## src/rtl/ysyx_24090003_lsu_pkg.sv

```systemverilog
// rtl/ysyx_24090003_lsu_pkg.sv - shared funct3 codes, FSM state type and request checks for the LSU
// Purpose: constants and helpers imported by the LSU top and its lane-alignment block.
// Ports: none (package).
// Optional feature macro YSYX_24090003_LSU_MISALIGN_CHK_EN uses misaligned() from here.
package ysyx_24090003_lsu_pkg;

    localparam logic [2:0] F_B  = 3'b000;
    localparam logic [2:0] F_H  = 3'b001;
    localparam logic [2:0] F_W  = 3'b010;
    localparam logic [2:0] F_BU = 3'b100;
    localparam logic [2:0] F_HU = 3'b101;

    typedef enum logic [1:0] {
        IDLE = 2'd0,
        REQ  = 2'd1,
        WAIT = 2'd2,
        WB   = 2'd3
    } lsu_state_t;

    // Stores have no unsigned variants, so only B/H/W are legal for them.
    function automatic logic funct_legal(input logic is_store, input logic [2:0] funct);
        if (is_store) begin
            return (funct == F_B) || (funct == F_H) || (funct == F_W);
        end
        return (funct == F_B) || (funct == F_H) || (funct == F_W) ||
               (funct == F_BU) || (funct == F_HU);
    endfunction

    // Only meaningful for legal functs; bytes can never be misaligned.
    function automatic logic misaligned(input logic [2:0] funct, input logic [1:0] off);
        case (funct)
            F_H, F_HU: return off[0];
            F_W:       return off != 2'b00;
            default:   return 1'b0;
        endcase
    endfunction

endpackage

```

## src/rtl/ysyx_24090003_lsu_if.sv

```systemverilog
// rtl/ysyx_24090003_lsu_if.sv - request, memory-port and write-back signal bundle for the LSU
// Purpose: groups the execute-side request, the word-addressed memory port and the write-back outputs.
// Modports: master = the LSU (drives req_ready, mem_*, wb_*, lsu_done/lsu_err);
//           slave  = its environment (drives req_*, mem_ready, mem_resp_valid, mem_rdata).
interface ysyx_24090003_lsu_if #(
    parameter int ADDR_W = 32,
    parameter int DATA_W = 32
);
    logic                  req_valid;
    logic                  req_ready;
    logic                  req_is_store;
    logic [2:0]            req_funct;
    logic [4:0]            req_rd;
    logic [ADDR_W-1:0]     req_addr;
    logic [DATA_W-1:0]     req_wdata;

    logic                  mem_valid;
    logic                  mem_ready;
    logic                  mem_wen;
    logic [ADDR_W-1:0]     mem_addr;
    logic [DATA_W-1:0]     mem_wdata;
    logic [DATA_W/8-1:0]   mem_wstrb;
    logic                  mem_resp_valid;
    logic [DATA_W-1:0]     mem_rdata;

    logic                  wb_valid;
    logic [4:0]            wb_rd;
    logic [DATA_W-1:0]     wb_data;
    logic                  lsu_done;
    logic                  lsu_err;

    modport master (
        input  req_valid, req_is_store, req_funct, req_rd, req_addr, req_wdata,
        input  mem_ready, mem_resp_valid, mem_rdata,
        output req_ready,
        output mem_valid, mem_wen, mem_addr, mem_wdata, mem_wstrb,
        output wb_valid, wb_rd, wb_data, lsu_done, lsu_err
    );

    modport slave (
        output req_valid, req_is_store, req_funct, req_rd, req_addr, req_wdata,
        output mem_ready, mem_resp_valid, mem_rdata,
        input  req_ready,
        input  mem_valid, mem_wen, mem_addr, mem_wdata, mem_wstrb,
        input  wb_valid, wb_rd, wb_data, lsu_done, lsu_err
    );

endinterface

```

## src/rtl/ysyx_24090003_lsu_align.sv

```systemverilog
// rtl/ysyx_24090003_lsu_align.sv - byte-lane steering for stores and extraction/extension for loads
// Purpose: purely combinational lane logic for a 32-bit, 4-lane memory port.
// Ports: funct/off select the access; st_data -> st_wdata/st_wstrb (store side);
//        ld_word -> ld_data (load side, sign/zero extended).
// Unaligned halfword/word offsets are silently truncated here; rejecting them is the top's job.
module ysyx_24090003_lsu_align
    import ysyx_24090003_lsu_pkg::*;
(
    input  logic [2:0]  funct,
    input  logic [1:0]  off,
    input  logic [31:0] st_data,
    output logic [31:0] st_wdata,
    output logic [3:0]  st_wstrb,
    input  logic [31:0] ld_word,
    output logic [31:0] ld_data
);
    logic [7:0]  ld_byte;
    logic [15:0] ld_half;

    // Store: replicate the source into every lane so the strobe alone picks the target bytes.
    always_comb begin
        st_wdata = st_data;
        st_wstrb = 4'b1111;
        case (funct[1:0])
            2'b00: begin
                st_wdata = {4{st_data[7:0]}};
                st_wstrb = 4'b0001 << off;
            end
            2'b01: begin
                st_wdata = {2{st_data[15:0]}};
                st_wstrb = 4'b0011 << {off[1], 1'b0};
            end
            default: begin
                st_wdata = st_data;
                st_wstrb = 4'b1111;
            end
        endcase
    end

    always_comb begin
        ld_byte = ld_word[7:0];
        case (off)
            2'd0:    ld_byte = ld_word[7:0];
            2'd1:    ld_byte = ld_word[15:8];
            2'd2:    ld_byte = ld_word[23:16];
            default: ld_byte = ld_word[31:24];
        endcase
        ld_half = off[1] ? ld_word[31:16] : ld_word[15:0];
    end

    always_comb begin
        ld_data = ld_word;
        case (funct)
            F_B:     ld_data = {{24{ld_byte[7]}}, ld_byte};
            F_BU:    ld_data = {24'd0, ld_byte};
            F_H:     ld_data = {{16{ld_half[15]}}, ld_half};
            F_HU:    ld_data = {16'd0, ld_half};
            default: ld_data = ld_word;
        endcase
    end

endmodule

```

## src/rtl/ysyx_24090003_lsu.sv

```systemverilog
// rtl/ysyx_24090003_lsu.sv - multi-cycle load/store unit between execute and a word-addressed memory port
// Purpose: accepts one request at a time (IDLE -> REQ -> WAIT -> WB), drives the memory port with
//          byte strobes and returns load data as a one-cycle write-back pulse.
// Ports: cpu_clk (rising edge), cpu_rst (async, active-high), bus (ysyx_24090003_lsu_if.master).
// Optional feature: define YSYX_24090003_LSU_MISALIGN_CHK_EN to reject misaligned H/W accesses
//                   with lsu_err; otherwise low address bits are silently truncated.
module ysyx_24090003_lsu
    import ysyx_24090003_lsu_pkg::*;
#(
    parameter int ADDR_W = 32,
    parameter int DATA_W = 32
) (
    input  logic                cpu_clk,
    input  logic                cpu_rst,
    ysyx_24090003_lsu_if.master bus
);
    lsu_state_t        state, state_nxt;

    logic              is_store_q;
    logic [2:0]        funct_q;
    logic [4:0]        rd_q;
    logic [ADDR_W-1:0] addr_q;
    logic [DATA_W-1:0] wdata_q;
    logic [DATA_W-1:0] ld_q;

    logic              done_q, err_q;
    logic              done_nxt, err_nxt, ld_capture;
    logic              idle_rdy, accept, req_ok;

    logic [31:0]       st_wdata, ld_data;
    logic [3:0]        st_wstrb;

    // The cycle carrying lsu_done is not ready yet, so back-to-back requests start one cycle later.
    assign idle_rdy = (state == IDLE) && !done_q && !cpu_rst;
    assign accept   = bus.req_valid && idle_rdy;

    always_comb begin
        req_ok = funct_legal(bus.req_is_store, bus.req_funct);
`ifdef YSYX_24090003_LSU_MISALIGN_CHK_EN
        if (misaligned(bus.req_funct, bus.req_addr[1:0])) begin
            req_ok = 1'b0;
        end
`endif
    end

    ysyx_24090003_lsu_align u_align (
        .funct    (funct_q),
        .off      (addr_q[1:0]),
        .st_data  (wdata_q),
        .st_wdata (st_wdata),
        .st_wstrb (st_wstrb),
        .ld_word  (bus.mem_rdata),
        .ld_data  (ld_data)
    );

    always_ff @(posedge cpu_clk or posedge cpu_rst) begin
        if (cpu_rst) begin
            state <= IDLE;
        end else begin
            state <= state_nxt;
        end
    end

    always_comb begin
        state_nxt  = state;
        done_nxt   = 1'b0;
        err_nxt    = 1'b0;
        ld_capture = 1'b0;

        bus.req_ready = idle_rdy;
        bus.mem_valid = 1'b0;
        bus.mem_wen   = 1'b0;
        bus.mem_addr  = '0;
        bus.mem_wdata = '0;
        bus.mem_wstrb = '0;
        bus.wb_valid  = 1'b0;
        bus.wb_rd     = '0;
        bus.wb_data   = '0;

        case (state)
            IDLE: begin
                if (accept) begin
                    if (req_ok) begin
                        state_nxt = REQ;
                    end else begin
                        done_nxt = 1'b1;
                        err_nxt  = 1'b1;
                    end
                end
            end
            REQ: begin
                // Response strobes are ignored here; only the ready handshake advances.
                bus.mem_valid = 1'b1;
                bus.mem_wen   = is_store_q;
                bus.mem_addr  = {addr_q[ADDR_W-1:2], 2'b00};
                if (is_store_q) begin
                    bus.mem_wdata = st_wdata;
                    bus.mem_wstrb = st_wstrb;
                end
                if (bus.mem_ready) begin
                    state_nxt = WAIT;
                end
            end
            WAIT: begin
                if (bus.mem_resp_valid) begin
                    // Loads raise done together with the WB pulse; stores raise it in IDLE.
                    done_nxt = 1'b1;
                    if (is_store_q) begin
                        state_nxt = IDLE;
                    end else begin
                        ld_capture = 1'b1;
                        state_nxt  = WB;
                    end
                end
            end
            WB: begin
                bus.wb_valid = (rd_q != 5'd0);
                bus.wb_rd    = rd_q;
                bus.wb_data  = ld_q;
                state_nxt    = IDLE;
            end
            default: state_nxt = IDLE;
        endcase
    end

    always_ff @(posedge cpu_clk or posedge cpu_rst) begin
        if (cpu_rst) begin
            is_store_q <= 1'b0;
            funct_q    <= '0;
            rd_q       <= '0;
            addr_q     <= '0;
            wdata_q    <= '0;
        end else if (accept) begin
            is_store_q <= bus.req_is_store;
            funct_q    <= bus.req_funct;
            rd_q       <= bus.req_rd;
            addr_q     <= bus.req_addr;
            wdata_q    <= bus.req_wdata;
        end
    end

    always_ff @(posedge cpu_clk or posedge cpu_rst) begin
        if (cpu_rst) begin
            done_q <= 1'b0;
            err_q  <= 1'b0;
            ld_q   <= '0;
        end else begin
            done_q <= done_nxt;
            err_q  <= err_nxt;
            if (ld_capture) begin
                ld_q <= ld_data;
            end
        end
    end

    assign bus.lsu_done = done_q;
    assign bus.lsu_err  = err_q;

endmodule

```

## src/flat_wrapper.sv

```systemverilog
// flat-port wrapper written by rule: the top's interface ports become plain ports
module ysyx_24090003_lsu_flat import ysyx_24090003_lsu_pkg::*;
#(
    parameter int ADDR_W = 32,
    parameter int DATA_W = 32
)
  (cpu_clk, cpu_rst, bus_req_valid, bus_req_is_store, bus_req_funct, bus_req_rd, bus_req_addr, bus_req_wdata, bus_mem_ready, bus_mem_resp_valid, bus_mem_rdata, bus_req_ready, bus_mem_valid, bus_mem_wen, bus_mem_addr, bus_mem_wdata, bus_mem_wstrb, bus_wb_valid, bus_wb_rd, bus_wb_data, bus_lsu_done, bus_lsu_err);
  ysyx_24090003_lsu_if #(.ADDR_W(ADDR_W), .DATA_W(DATA_W)) bus_i ();
  input  logic cpu_clk;
  input  logic cpu_rst;
  input wire logic [$bits(bus_i.req_valid)-1:0] bus_req_valid;
  input wire logic [$bits(bus_i.req_is_store)-1:0] bus_req_is_store;
  input wire logic [$bits(bus_i.req_funct)-1:0] bus_req_funct;
  input wire logic [$bits(bus_i.req_rd)-1:0] bus_req_rd;
  input wire logic [$bits(bus_i.req_addr)-1:0] bus_req_addr;
  input wire logic [$bits(bus_i.req_wdata)-1:0] bus_req_wdata;
  input wire logic [$bits(bus_i.mem_ready)-1:0] bus_mem_ready;
  input wire logic [$bits(bus_i.mem_resp_valid)-1:0] bus_mem_resp_valid;
  input wire logic [$bits(bus_i.mem_rdata)-1:0] bus_mem_rdata;
  output wire logic [$bits(bus_i.req_ready)-1:0] bus_req_ready;
  output wire logic [$bits(bus_i.mem_valid)-1:0] bus_mem_valid;
  output wire logic [$bits(bus_i.mem_wen)-1:0] bus_mem_wen;
  output wire logic [$bits(bus_i.mem_addr)-1:0] bus_mem_addr;
  output wire logic [$bits(bus_i.mem_wdata)-1:0] bus_mem_wdata;
  output wire logic [$bits(bus_i.mem_wstrb)-1:0] bus_mem_wstrb;
  output wire logic [$bits(bus_i.wb_valid)-1:0] bus_wb_valid;
  output wire logic [$bits(bus_i.wb_rd)-1:0] bus_wb_rd;
  output wire logic [$bits(bus_i.wb_data)-1:0] bus_wb_data;
  output wire logic [$bits(bus_i.lsu_done)-1:0] bus_lsu_done;
  output wire logic [$bits(bus_i.lsu_err)-1:0] bus_lsu_err;
  assign bus_i.req_valid = bus_req_valid;
  assign bus_i.req_is_store = bus_req_is_store;
  assign bus_i.req_funct = bus_req_funct;
  assign bus_i.req_rd = bus_req_rd;
  assign bus_i.req_addr = bus_req_addr;
  assign bus_i.req_wdata = bus_req_wdata;
  assign bus_i.mem_ready = bus_mem_ready;
  assign bus_i.mem_resp_valid = bus_mem_resp_valid;
  assign bus_i.mem_rdata = bus_mem_rdata;
  assign bus_req_ready = bus_i.req_ready;
  assign bus_mem_valid = bus_i.mem_valid;
  assign bus_mem_wen = bus_i.mem_wen;
  assign bus_mem_addr = bus_i.mem_addr;
  assign bus_mem_wdata = bus_i.mem_wdata;
  assign bus_mem_wstrb = bus_i.mem_wstrb;
  assign bus_wb_valid = bus_i.wb_valid;
  assign bus_wb_rd = bus_i.wb_rd;
  assign bus_wb_data = bus_i.wb_data;
  assign bus_lsu_done = bus_i.lsu_done;
  assign bus_lsu_err = bus_i.lsu_err;
  ysyx_24090003_lsu #(.ADDR_W(ADDR_W), .DATA_W(DATA_W)) u_core (.cpu_clk(cpu_clk), .cpu_rst(cpu_rst), .bus(bus_i));
endmodule
```

## config.mk

```make
export PLATFORM = sky130hd
export DESIGN_NAME = ysyx_24090003_lsu_flat
export DESIGN_NICKNAME = d
export VERILOG_FILES = /design/src/rtl/ysyx_24090003_lsu_pkg.sv /design/src/rtl/ysyx_24090003_lsu_if.sv /design/src/rtl/ysyx_24090003_lsu_align.sv /design/src/rtl/ysyx_24090003_lsu.sv /design/src/flat_wrapper.sv
export SDC_FILE = /design/constraint.sdc
export NUM_CORES = 1
export LEC_CHECK = 0
export BUFFER_PORTS_ARGS = -buffer_cell sky130_fd_sc_hd__buf_2
export CELL_PAD_IN_SITES_DETAIL_PLACEMENT = 0
export CELL_PAD_IN_SITES_GLOBAL_PLACEMENT = 2
export CORE_MARGIN = 4
export CORE_UTILIZATION = 30
export DETAILED_ROUTE_END_ITERATION = 10
export PLACE_DENSITY_LB_ADDON = 0.1
export SYNTH_ARGS = -nofsm -noshare
export SYNTH_HDL_FRONTEND = slang
export SYNTH_SLANG_ARGS = --single-unit
```

## constraint.sdc

```tcl
create_clock -name cpu_clk -period 3.7 [get_ports cpu_clk]
set_input_delay 0.37 -clock cpu_clk [delete_from_list [all_inputs] [get_ports cpu_clk]]
set_output_delay 0.37 -clock cpu_clk [all_outputs]
set_load 0.05 [all_outputs]
```

==> results of run 1 <==
-- logic make-up after synthesis --
group	Yosys count	synth area share (%)
AND/OR/NAND/NOR	210	18.5
flip-flops	109	46.8
multiplexers	98	21.7
AO/OA/AOI/OAI	71	8.35
buffers and inverters	54	4.64
other	1	0.0643
-- power groups by stage --
stage / Clock (mW) / Combinational [mW] / Sequential [mW]
2_1_floorplan: 0 / 2.67 / 2.04
3_3_place_gp: 0 / 3.13 / 2.35
3_5_place_dp: 0 / 3.14 / 2.37
4_1_cts: 1.07 / 3.15 / 2.35
5_1_grt: 1.12 / 3.36 / 2.45
6_report: 1.03 / 3.10 / 2.34
-- state kept, by name, summed over array words and instances (netlist names) --
name and flops:
u_core.ld_q 32, u_core.funct_q 3, u_core.wdata_q 32, u_core.addr_q 32, u_core.bus.lsu_done 1, u_core.is_store_q 1, u_core.state 2, u_core.bus.lsu_err 1
u_core.rd_q 5
-- critical path: cells and delay by family (launching register included) --
family,cells,cell delay [ns]
buffers and inverters,1,0.31
flip-flops,1,0.66
AO/OA/AOI/OAI,1,0.35
AND/OR/NAND/NOR,2,0.84
-- how the worst max path moves through the flow --
| stage | slack, ns | start | endpoint |
|---|---|---|---|
| after floorplan | 0.46 | cpu_rst | u_core.addr_q[0]$_DFFE_PP0P_ |
| after CTS | 0.73 | u_core.state[0]$_DFFE_PP0P_ | bus_mem_wdata[11] |
| final | 0.81 | u_core.state[0]$_DFFE_PP0P_ | bus_mem_wdata[13] |
| after global routing | 0.49 | u_core.state[0]$_DFFE_PP0P_ | bus_mem_wdata[10] |
| after global placement | 1.20 | u_core.funct_q[0]$_DFFE_PP0P_ | u_core.ld_q[1]$_DFFE_PP0P_ |
| after detailed placement | 1.12 | u_core.state[0]$_DFFE_PP0P_ | bus_mem_wdata[10] |
-- final cells by class --
cell class                      instances  area (um^2)  area share (%)
Sequential cell                       109         2730            36.9
Clock inverter                          4         75.1            1.01
Clock buffer                           10          229            3.09
Inverter                                4         17.5           0.237
Timing Repair Buffer                  228         1170            15.8
Multi-Input combinational cell        381         2860            38.6
Antenna cell                            1         2.50          0.0338
Tap cell                              260          325            4.40
-- synth_stat cells, drive strengths merged --
master,instances,area (um^2)
or3,1,6.26
and3,45,282
nand2,41,156
o22ai,1,6.26
nor3,2,10.0
o211ai,1,12.5
mux2i,17,170
nand3,32,160
o21ai,4,20.0
nand4bb,1,11.3
a22oi,7,52.6
mux2,81,1090
a21o,1,7.51
a221o,7,70.1
buf,22,150
dfrtp,109,2730
a31oi,1,6.26
a21oi,31,155
inv,3,11.3
and2,30,188
a221oi,1,8.76
or2,1,6.26
o21a,1,7.51
nor4bb,1,10.0
nor3b,1,12.5
clkbuf,28,105
nand2b,1,6.26
a22o,8,70.1
nor4,1,21.3
conb,1,3.75
nor2b,2,12.5
a2bb2oi,1,8.76
a32oi,7,61.3
nor2,50,188
clkinv,1,3.75
nand3b,1,7.51
-- metal layers --
metal  vias to the layer above  wire [um]  GRT usage, %
met3                        30       1240          5.55
met4                        10        407          4.94
met2                       147       8630          27.1
li1                       2278          -             -
met5                         -         49             0
met1                      2304       8080          22.0
-- metrics by stage --
step,area (um^2),hold WS [ns],power (mW)
2_1_floorplan,5830,0.454,4.72
3_3_place_gp,7090,0.468,5.47
3_5_place_dp,7090,0.475,5.50
4_1_cts,7400,0.228,6.57
5_1_grt,7400,0.230,6.93
6_report,7400,0.232,6.47
==> flow_metrics.tcl, run 1 <==
set metrics [dict create \
    place_congestion 0.812 \
    syn-cell-area_um2 5830 \
    grt_max_degree 65 \
    synthCells 543 \
    vias 4769 \
    io_buffer_count 218 \
    r2r_end "u_core.ld_q[3]$_DFFE_PP0P_" \
    switchingPower_mw 2.83 \
    crit-reg2reg-launch "u_core.funct_q[0]$_DFFE_PP0P_" \
    dieArea_um2 21700 \
    ys_seq_area_share_pct 46.8 \
    final_cells 997 \
    cts_buffers 9 \
    status "completed" \
    slew_headroom_pct 23.3 \
    insertion_delay_ns 0.35 \
    max_stage_delay_ns 0.66 \
    crit_fanout 29 \
    ys_types 41 \
    clock.fmax_ghz 0.346 \
    clkSinkCount 109 \
    rows 50 \
    post-route-period-util_pct 78.2 \
    max-vdd-ir-drop_v 0.000387 \
    rsz0062_at_grt "false" \
    ys_warn_count 0 \
    worst-r2r-cell-count 4 \
    setup_tns_ns 0 \
    post_drt_wl_per_cell_um 18.5 \
    grt_pass1_wl_um 29200 \
    rrSetupSlack_ns 1.17 \
    drive_gt1_share_pct 45.0 \
    dp_hpwl_um 13300 \
    tightest_slew_ns 1.15 \
    die_w_um 147 \
    slew_viol_final 0 \
    cts_resized 0 \
    startpoint_type "flip-flop" \
    cp.required_ns 3.33 \
    finalSetupViolCount 0 \
    htree_num_levels 3 \
    path_clk_slew_ns 0.07 \
    clk_path_buf_depth 2 \
    tritoncts "built" \
    utilization_pct 39.2 \
    placed_cells 982 \
    hold_class "input port to asynchronous set/reset pin" \
    worstSetupPathType "flip-flop to output port" \
    cts_root_buf "clkbuf_16" \
    grt_pass1_vias 5036 \
    final_common_cell "buf_2" \
    design.core.area_um2 18900 \
    crit_path_end_kind "output port" \
    grtUsageTotal_pct 16.9 \
    area_growth_pct 27.0 \
    start_util_pct 30.8 \
    p_comb_share_pct 47.9 \
    first_iter_violations 216 \
    grt_antenna_before_repair 6 \
    drt_pass1_iterations 4 \
    io_pins 221 \
    wl_um 18400 \
    drc 0 \
    ys_ff_latch 109 \
    power_density_nw_per_um2 874 \
    final_cell_mix "buf_2, dfrtp_1, nor2_1" \
    fp.dieH_um 147 \
    post_cts_buffers 0 \
    internal-power_mw 3.63 \
    via_per_inst 4.78 \
    dpl_worst_slack_ns 1.12 \
    slowest_stage "dfrtp_1" \
    globalRoute.totalOverflow 0 \
    fin_nets 843 \
    drv_cap 0 \
    clkPwrFrac_pct 15.9 \
    avgSynthCellArea_um2 10.7 \
    worst_slack_ns 0.807 \
    nFillCells 1999 \
    p_leak_nw 4.01 \
    cts_hold_buf 0 \
    finalClockSkew_ns 0.0107 \
    worstPathCellList "nor2b_2 -> nand2_1 -> a21oi_1 -> buf_2" \
    postRouteAntennaNets 0 \
    p_sw_share_pct 43.8 \
    min_period_ns 2.89 \
    power_frac_seq_pct 36.2 \
    worst_ep_arrival_time_ns 2.52 \
    hold_viol 0 \
]
(Power assumes the default switching activity.)
==> run 2: changes to the inputs <==
Settings changed: ABC_AREA set to 1, CORE_UTILIZATION 30 to 26.
Clock period 3.7 ns to 2.9 ns, I/O delays scaled along.
==> run 2 against run 1 <==
Compared with the run above:
- final area up 0.66%
- sequential power increased by 11%
- global-route usage down 1.1 points
- worst hold slack got worse by 0.091 ns
- non-clock buffer count rose by 2
- register-to-register slack worse by 0.39 ns
- clock skew barely moved
- die area up 14%
- via count rose by 16%
- critical endpoint is now bus_mem_wstrb[1]
==> flow_metrics.tcl, run 2 <==
set metrics [dict create \
    drt_pass1_iterations 4 \
    finalClockSkew_ns 0.0105 \
    max-vdd-ir-drop_v 0.000430 \
    grtUsageTotal_pct 15.9 \
    status "completed" \
    drv_cap 0 \
    globalRoute.totalOverflow 0 \
    hold_class "input port to flip-flop" \
    io_buffer_count 218 \
    synth_edf_count 0 \
    crit_path_end_kind "output port" \
    reg.largest.list "u_core.addr_q (32), u_core.ld_q (32), u_core.wdata_q (32)" \
    worstSetupPathType "flip-flop to output port" \
    path_clk_slew_ns 0.08 \
    slew_headroom_pct 53.2 \
    synth.area.top_cells "dfrtp_1, nor2_1, inv_1" \
    dieArea_um2 24800 \
    clock.fmax_ghz 0.399 \
    fp.dieH_um 158 \
    drc 0 \
    synth_top_area_share_pct 46.9 \
    area_growth_pct 28.0 \
    ys_warn_count 0 \
    p_comb_share_pct 55.7 \
    cp.required_ns 2.61 \
    worstPathCellList "inv_2 -> nand2_1 -> nor2_1 -> a211oi_1 -> buf_2" \
    clkSinkCount 109 \
    ys_ff_latch 109 \
    rows 54 \
    place_congestion 0.752 \
    drive_gt1_share_pct 27.9 \
    post_drt_wl_per_cell_um 15.6 \
    final_common_cell "buf_2" \
    power_frac_seq_pct 29.8 \
    tritoncts "built" \
    wl_um 19900 \
    fin_nets 1098 \
    grt_max_degree 47 \
    yosysMostFrequentCell "nor2_1" \
    ys_seq_area_share_pct 46.9 \
    start_util_pct 26.6 \
    hold_viol 0 \
    slew_viol_final 0 \
    critical_path_buf_inv_count 2 \
    p_sw_share_pct 52.8 \
    placed_cell_area_um2 7150 \
    setup_tns_ns 0 \
    dp_hpwl_um 15000 \
    slowest_stage "nor2_1" \
    insertion_delay_ns 0.36 \
    vias 5541 \
    htree_num_levels 3 \
    ys.flop_type "dfrtp_1" \
    internal-power_mw 4.10 \
    grt_pass1_wl_um 30700 \
    max_stage_delay_ns 0.48 \
    clkPwrFrac_pct 14.5 \
    clk_path_buf_depth 2 \
    first_iter_violations 156 \
    synth_top_cell_by_area "dfrtp_1" \
    syn-cell-area_um2 5820 \
    p_leak_nw 4.38 \
    final_area_um2 7450 \
    synthCells 789 \
    final_cell_mix "buf_2, nor2_1, inv_1" \
    ys_top_cells_by_count "nor2_1, inv_1, nand2_1" \
    post_cts_buffers 0 \
    crit_family "simple AND/OR/NAND/NOR gates" \
    grt_pass1_vias 5620 \
    tightest_slew_ns 0.700 \
    switchingPower_mw 4.58 \
    holdWs_ns 0.141 \
    design.core.area_um2 21900 \
    post-route-period-util_pct 86.3 \
    utilization_pct 34.0 \
    finalSetupViolCount 0 \
    power_density_nw_per_um2 1170 \
    crit_fanout 18 \
    avgSynthCellArea_um2 7.38 \
    worst_ep_arrival_time_ns 2.21 \
    min_period_ns 2.50 \
    cts_buffers 9 \
    startpoint_type "flip-flop" \
    async_flop_share_pct 100 \
    cts_resized 0 \
    cts_root_buf "clkbuf_16" \
    grt_antenna_before_repair 5 \
    postRouteAntennaNets 0 \
    io_pins 221 \
    via_per_inst 4.35 \
    die_w_um 158 \
    rsz0062_at_grt "false" \
    ys_types 28 \
]
-- run 2: changes by cell type after synthesis, sizes merged, moves of 20 or more --
cell / before / now
nand2: 41 / 114
a21oi: 31 / 89
and3: 45 / 0
mux2: 81 / 25
inv: 3 / 141
nor2: 50 / 172
and2: 30 / 0
o21ai: 4 / 24
-- run 2: what timing repair did --
| action | 4_1_cts | 5_1_grt |
|---|---|---|
| endpoints found under the hold margin | 11 | 0 |
| setup endpoints to repair | 0 | 0 |
| hold buffers | 1 | 0 |
-- run 2: power by group through the flow --
stage                     logic, mW  registers (mW)  clock network [mW]
after floorplan                3.80            2.52                   0
after global placement         4.92            2.61                   0
after detailed placement       4.91            2.61                   0
after CTS                      4.93            2.59                1.31
after global routing           5.35            2.68                1.36
final                          4.83            2.59                1.26
-- run 2: area by class of cell --
type | count | area (um^2)
diodes | 1 | 2.50
clock buffers | 9 | 225
clock inverters | 7 | 62.6
fillers | 2503 | 14400
inverters | 142 | 537
multi-input cells | 496 | 2350
flip-flops and latches | 109 | 2730
well taps | 280 | 350
repair buffers | 230 | 1200
-- run 2: path summary, 6_finish.rpt --
| kind | from | to | slack, ns | depth (start not counted) |
|---|---|---|---|---|
| max | u_core.funct_q[1]$_DFFE_PP0P_ | bus_mem_wstrb[1] | 0.40 | 5 |
| min | bus_req_wdata[23] | u_core.wdata_q[23]$_DFFE_PP0P_ | 0.14 | 2 |
| max reg2reg | u_core.funct_q[0]$_DFFE_PP0P_ | u_core.ld_q[12]$_DFFE_PP0P_ | 0.78 | 7 |
| min reg2reg | u_core.wdata_q[29]$_DFFE_PP0P_ | u_core.wdata_q[29]$_DFFE_PP0P_ | 0.50 | 1 |
| max in group asynchronous | cpu_rst | u_core.wdata_q[20]$_DFFE_PP0P_ | 1.68 | 4 |
| min in group asynchronous | cpu_rst | u_core.addr_q[4]$_DFFE_PP0P_ | 0.46 | 3 |
-- run 2: per-layer routing --
metal	up-vias	global-route usage [%]	wire (um)
met4	10	3.40	201
met1	2542	21.2	9180
li1	2823	-	-
met3	22	4.98	1420
met5	-	0	57
met2	144	25.6	9030
-- run 2: stage by stage --
stage | setup WS, ns | std cells | power [mW]
6_report | 0.396 | 1274 | 8.68
5_1_grt | 0.168 | 1273 | 9.40
4_1_cts | 0.303 | 1273 | 8.83
3_5_place_dp | 0.707 | 1256 | 7.53
3_3_place_gp | 0.714 | 1256 | 7.53
2_1_floorplan | 0.160 | 790 | 6.32
-- run 2: kinds of logic after synthesis --
kind of cell / count (synthesis) / synth area share (%)
buffers and inverters: 185 / 13.0
AND/OR/NAND/NOR: 347 / 24.5
other: 1 / 0.0644
AO/OA/AOI/OAI: 122 / 10.7
multiplexers: 25 / 4.84
flip-flops: 109 / 46.9
==> run 3: changes to the inputs <==
Settings changed: CORE_ASPECT_RATIO set to 0.5.
==> run 3 against run 2 <==
Compared with the run above:
- fmax fell by 4.0%
- sequential power barely moved
- cell count rose by 1.3%
- critical endpoint unchanged
==> flow_metrics.tcl, run 3 (synthesis gave the netlist of run 2 again) <==
set metrics [dict create \
    drt-met1-wl_um 8980 \
    min_period_ns 2.61 \
    insertion_delay_ns 0.37 \
    p_leak_nw 4.38 \
    start_util_pct 26.7 \
    max-vdd-ir-drop_v 0.000596 \
    post_drt_wl_per_cell_um 15.3 \
    cts_hold_buf 0 \
    path_clk_slew_ns 0.08 \
    status "completed" \
    rows 38 \
    nFillCells 2423 \
    wl_met2_um 9440 \
    vias 5567 \
    drt_pass1_iterations 4 \
    rsz0062_at_grt "false" \
    cts_resized 0 \
    placed_cells 1275 \
    grt_pass1_wl_um 31200 \
    post_cts_buffers 0 \
    critical_path_buf_inv_count 2 \
    max_stage_delay_ns 0.52 \
    drc 0 \
    cts_root_buf "clkbuf_16" \
    grtUsageTotal_pct 16.0 \
    startpoint_type "flip-flop" \
    cp.required_ns 2.61 \
    grt_pass1_vias 5648 \
    worstSetupPathType "flip-flop to output port" \
    postRouteAntennaNets 0 \
    final_cells 1291 \
    globalRoute.totalOverflow 0 \
    place_congestion 0.780 \
    clock.fmax_ghz 0.383 \
    io_buffer_count 218 \
    fin_nets 1096 \
    wl_um 19800 \
    dieArea_um2 25000 \
    dp_hpwl_um 14900 \
    drive_gt1_share_pct 27.9 \
    slew_viol_final 0 \
    first_iter_violations 328 \
    reg.largest.list "u_core.addr_q (32), u_core.ld_q (32), u_core.wdata_q (32)" \
    area_growth_pct 28.8 \
    io_pins 221 \
    drv_cap 0 \
    hold_class "input port to asynchronous set/reset pin" \
    finalClockSkew_ns 0.00751 \
    slew_headroom_pct 41.4 \
    met3_length_um 1170 \
    die_w_um 220 \
    crit_family "simple AND/OR/NAND/NOR gates" \
    worstPathCellList "inv_2 -> nand2_1 -> nor2_1 -> a211oi_1 -> buf_12" \
    finalSetupViolCount 0 \
    clkSinkCount 109 \
    placed_cell_area_um2 7190 \
    via_per_inst 4.31 \
    power.total_mw 8.74 \
    tritoncts "built" \
    design.core.area_um2 21800 \
    utilization_pct 34.4 \
    hold_viol 0 \
    grt_max_degree 65 \
    dpl_worst_slack_ns 0.665 \
    final_cell_mix "buf_2, nor2_1, inv_1" \
    crit_path_end_kind "output port" \
    cts_buffers 9 \
    crit_fanout 18 \
    htree_num_levels 3 \
    fp.dieH_um 114 \
    tightest_slew_ns 0.877 \
    highest_layer "met5" \
    post-route-period-util_pct 89.9 \
    clk_path_buf_depth 2 \
    worst_slack_ns 0.292 \
    holdWs_ns 0.0952 \
    setup_tns_ns 0 \
    final_area_um2 7500 \
    power_density_nw_per_um2 1170 \
    antenna_cells 0 \
    worst_ep_arrival_time_ns 2.32 \
    grt_antenna_before_repair 3 \
    final_common_cell "buf_2" \
    slowest_stage "nor2_1" \
]
==> run 3: per-layer routing <==
| metal | GRT usage, % | vias to the layer above |
|---|---|---|
| met5 | 0 | - |
| met4 | 3.01 | 6 |
| met3 | 5.35 | 17 |
| met2 | 26.3 | 103 |
| met1 | 21.0 | 2623 |
| li1 | - | 2818 |
==> run 3: final cells by class <==
cell class / instances / area (um^2) / area share [%]
well taps: 300 / 375 / 5.01
inverters: 142 / 537 / 7.16
repair buffers: 228 / 1210 / 16.1
clock buffers: 9 / 225 / 3.00
flip-flops and latches: 109 / 2730 / 36.4
clock inverters: 7 / 80.1 / 1.07
multi-input cells: 496 / 2350 / 31.3
==> run 3: final timing paths <==
check	endpoint	cells past startpoint	start	slack, ns
max	bus_mem_wstrb[1]	5	u_core.funct_q[1]$_DFFE_PP0P_	0.29
min	u_core.bus.lsu_done$_DFF_PP0_	2	cpu_rst	0.1
max reg2reg	u_core.ld_q[29]$_DFFE_PP0P_	7	u_core.funct_q[1]$_DFFE_PP0P_	0.78
min reg2reg	u_core.ld_q[15]$_DFFE_PP0P_	2	u_core.ld_q[15]$_DFFE_PP0P_	0.49
max in group asynchronous	u_core.wdata_q[0]$_DFFE_PP0P_	3	cpu_rst	2.03
min in group cpu_clk	u_core.wdata_q[23]$_DFFE_PP0P_	2	bus_req_wdata[23]	0.12
==> run 3: power by group <==
group          total [mW]  internal [mW]  switching (mW)
Clock                1.33          0.684           0.642
Sequential           2.59           2.25           0.334
Combinational        4.83           1.25            3.58
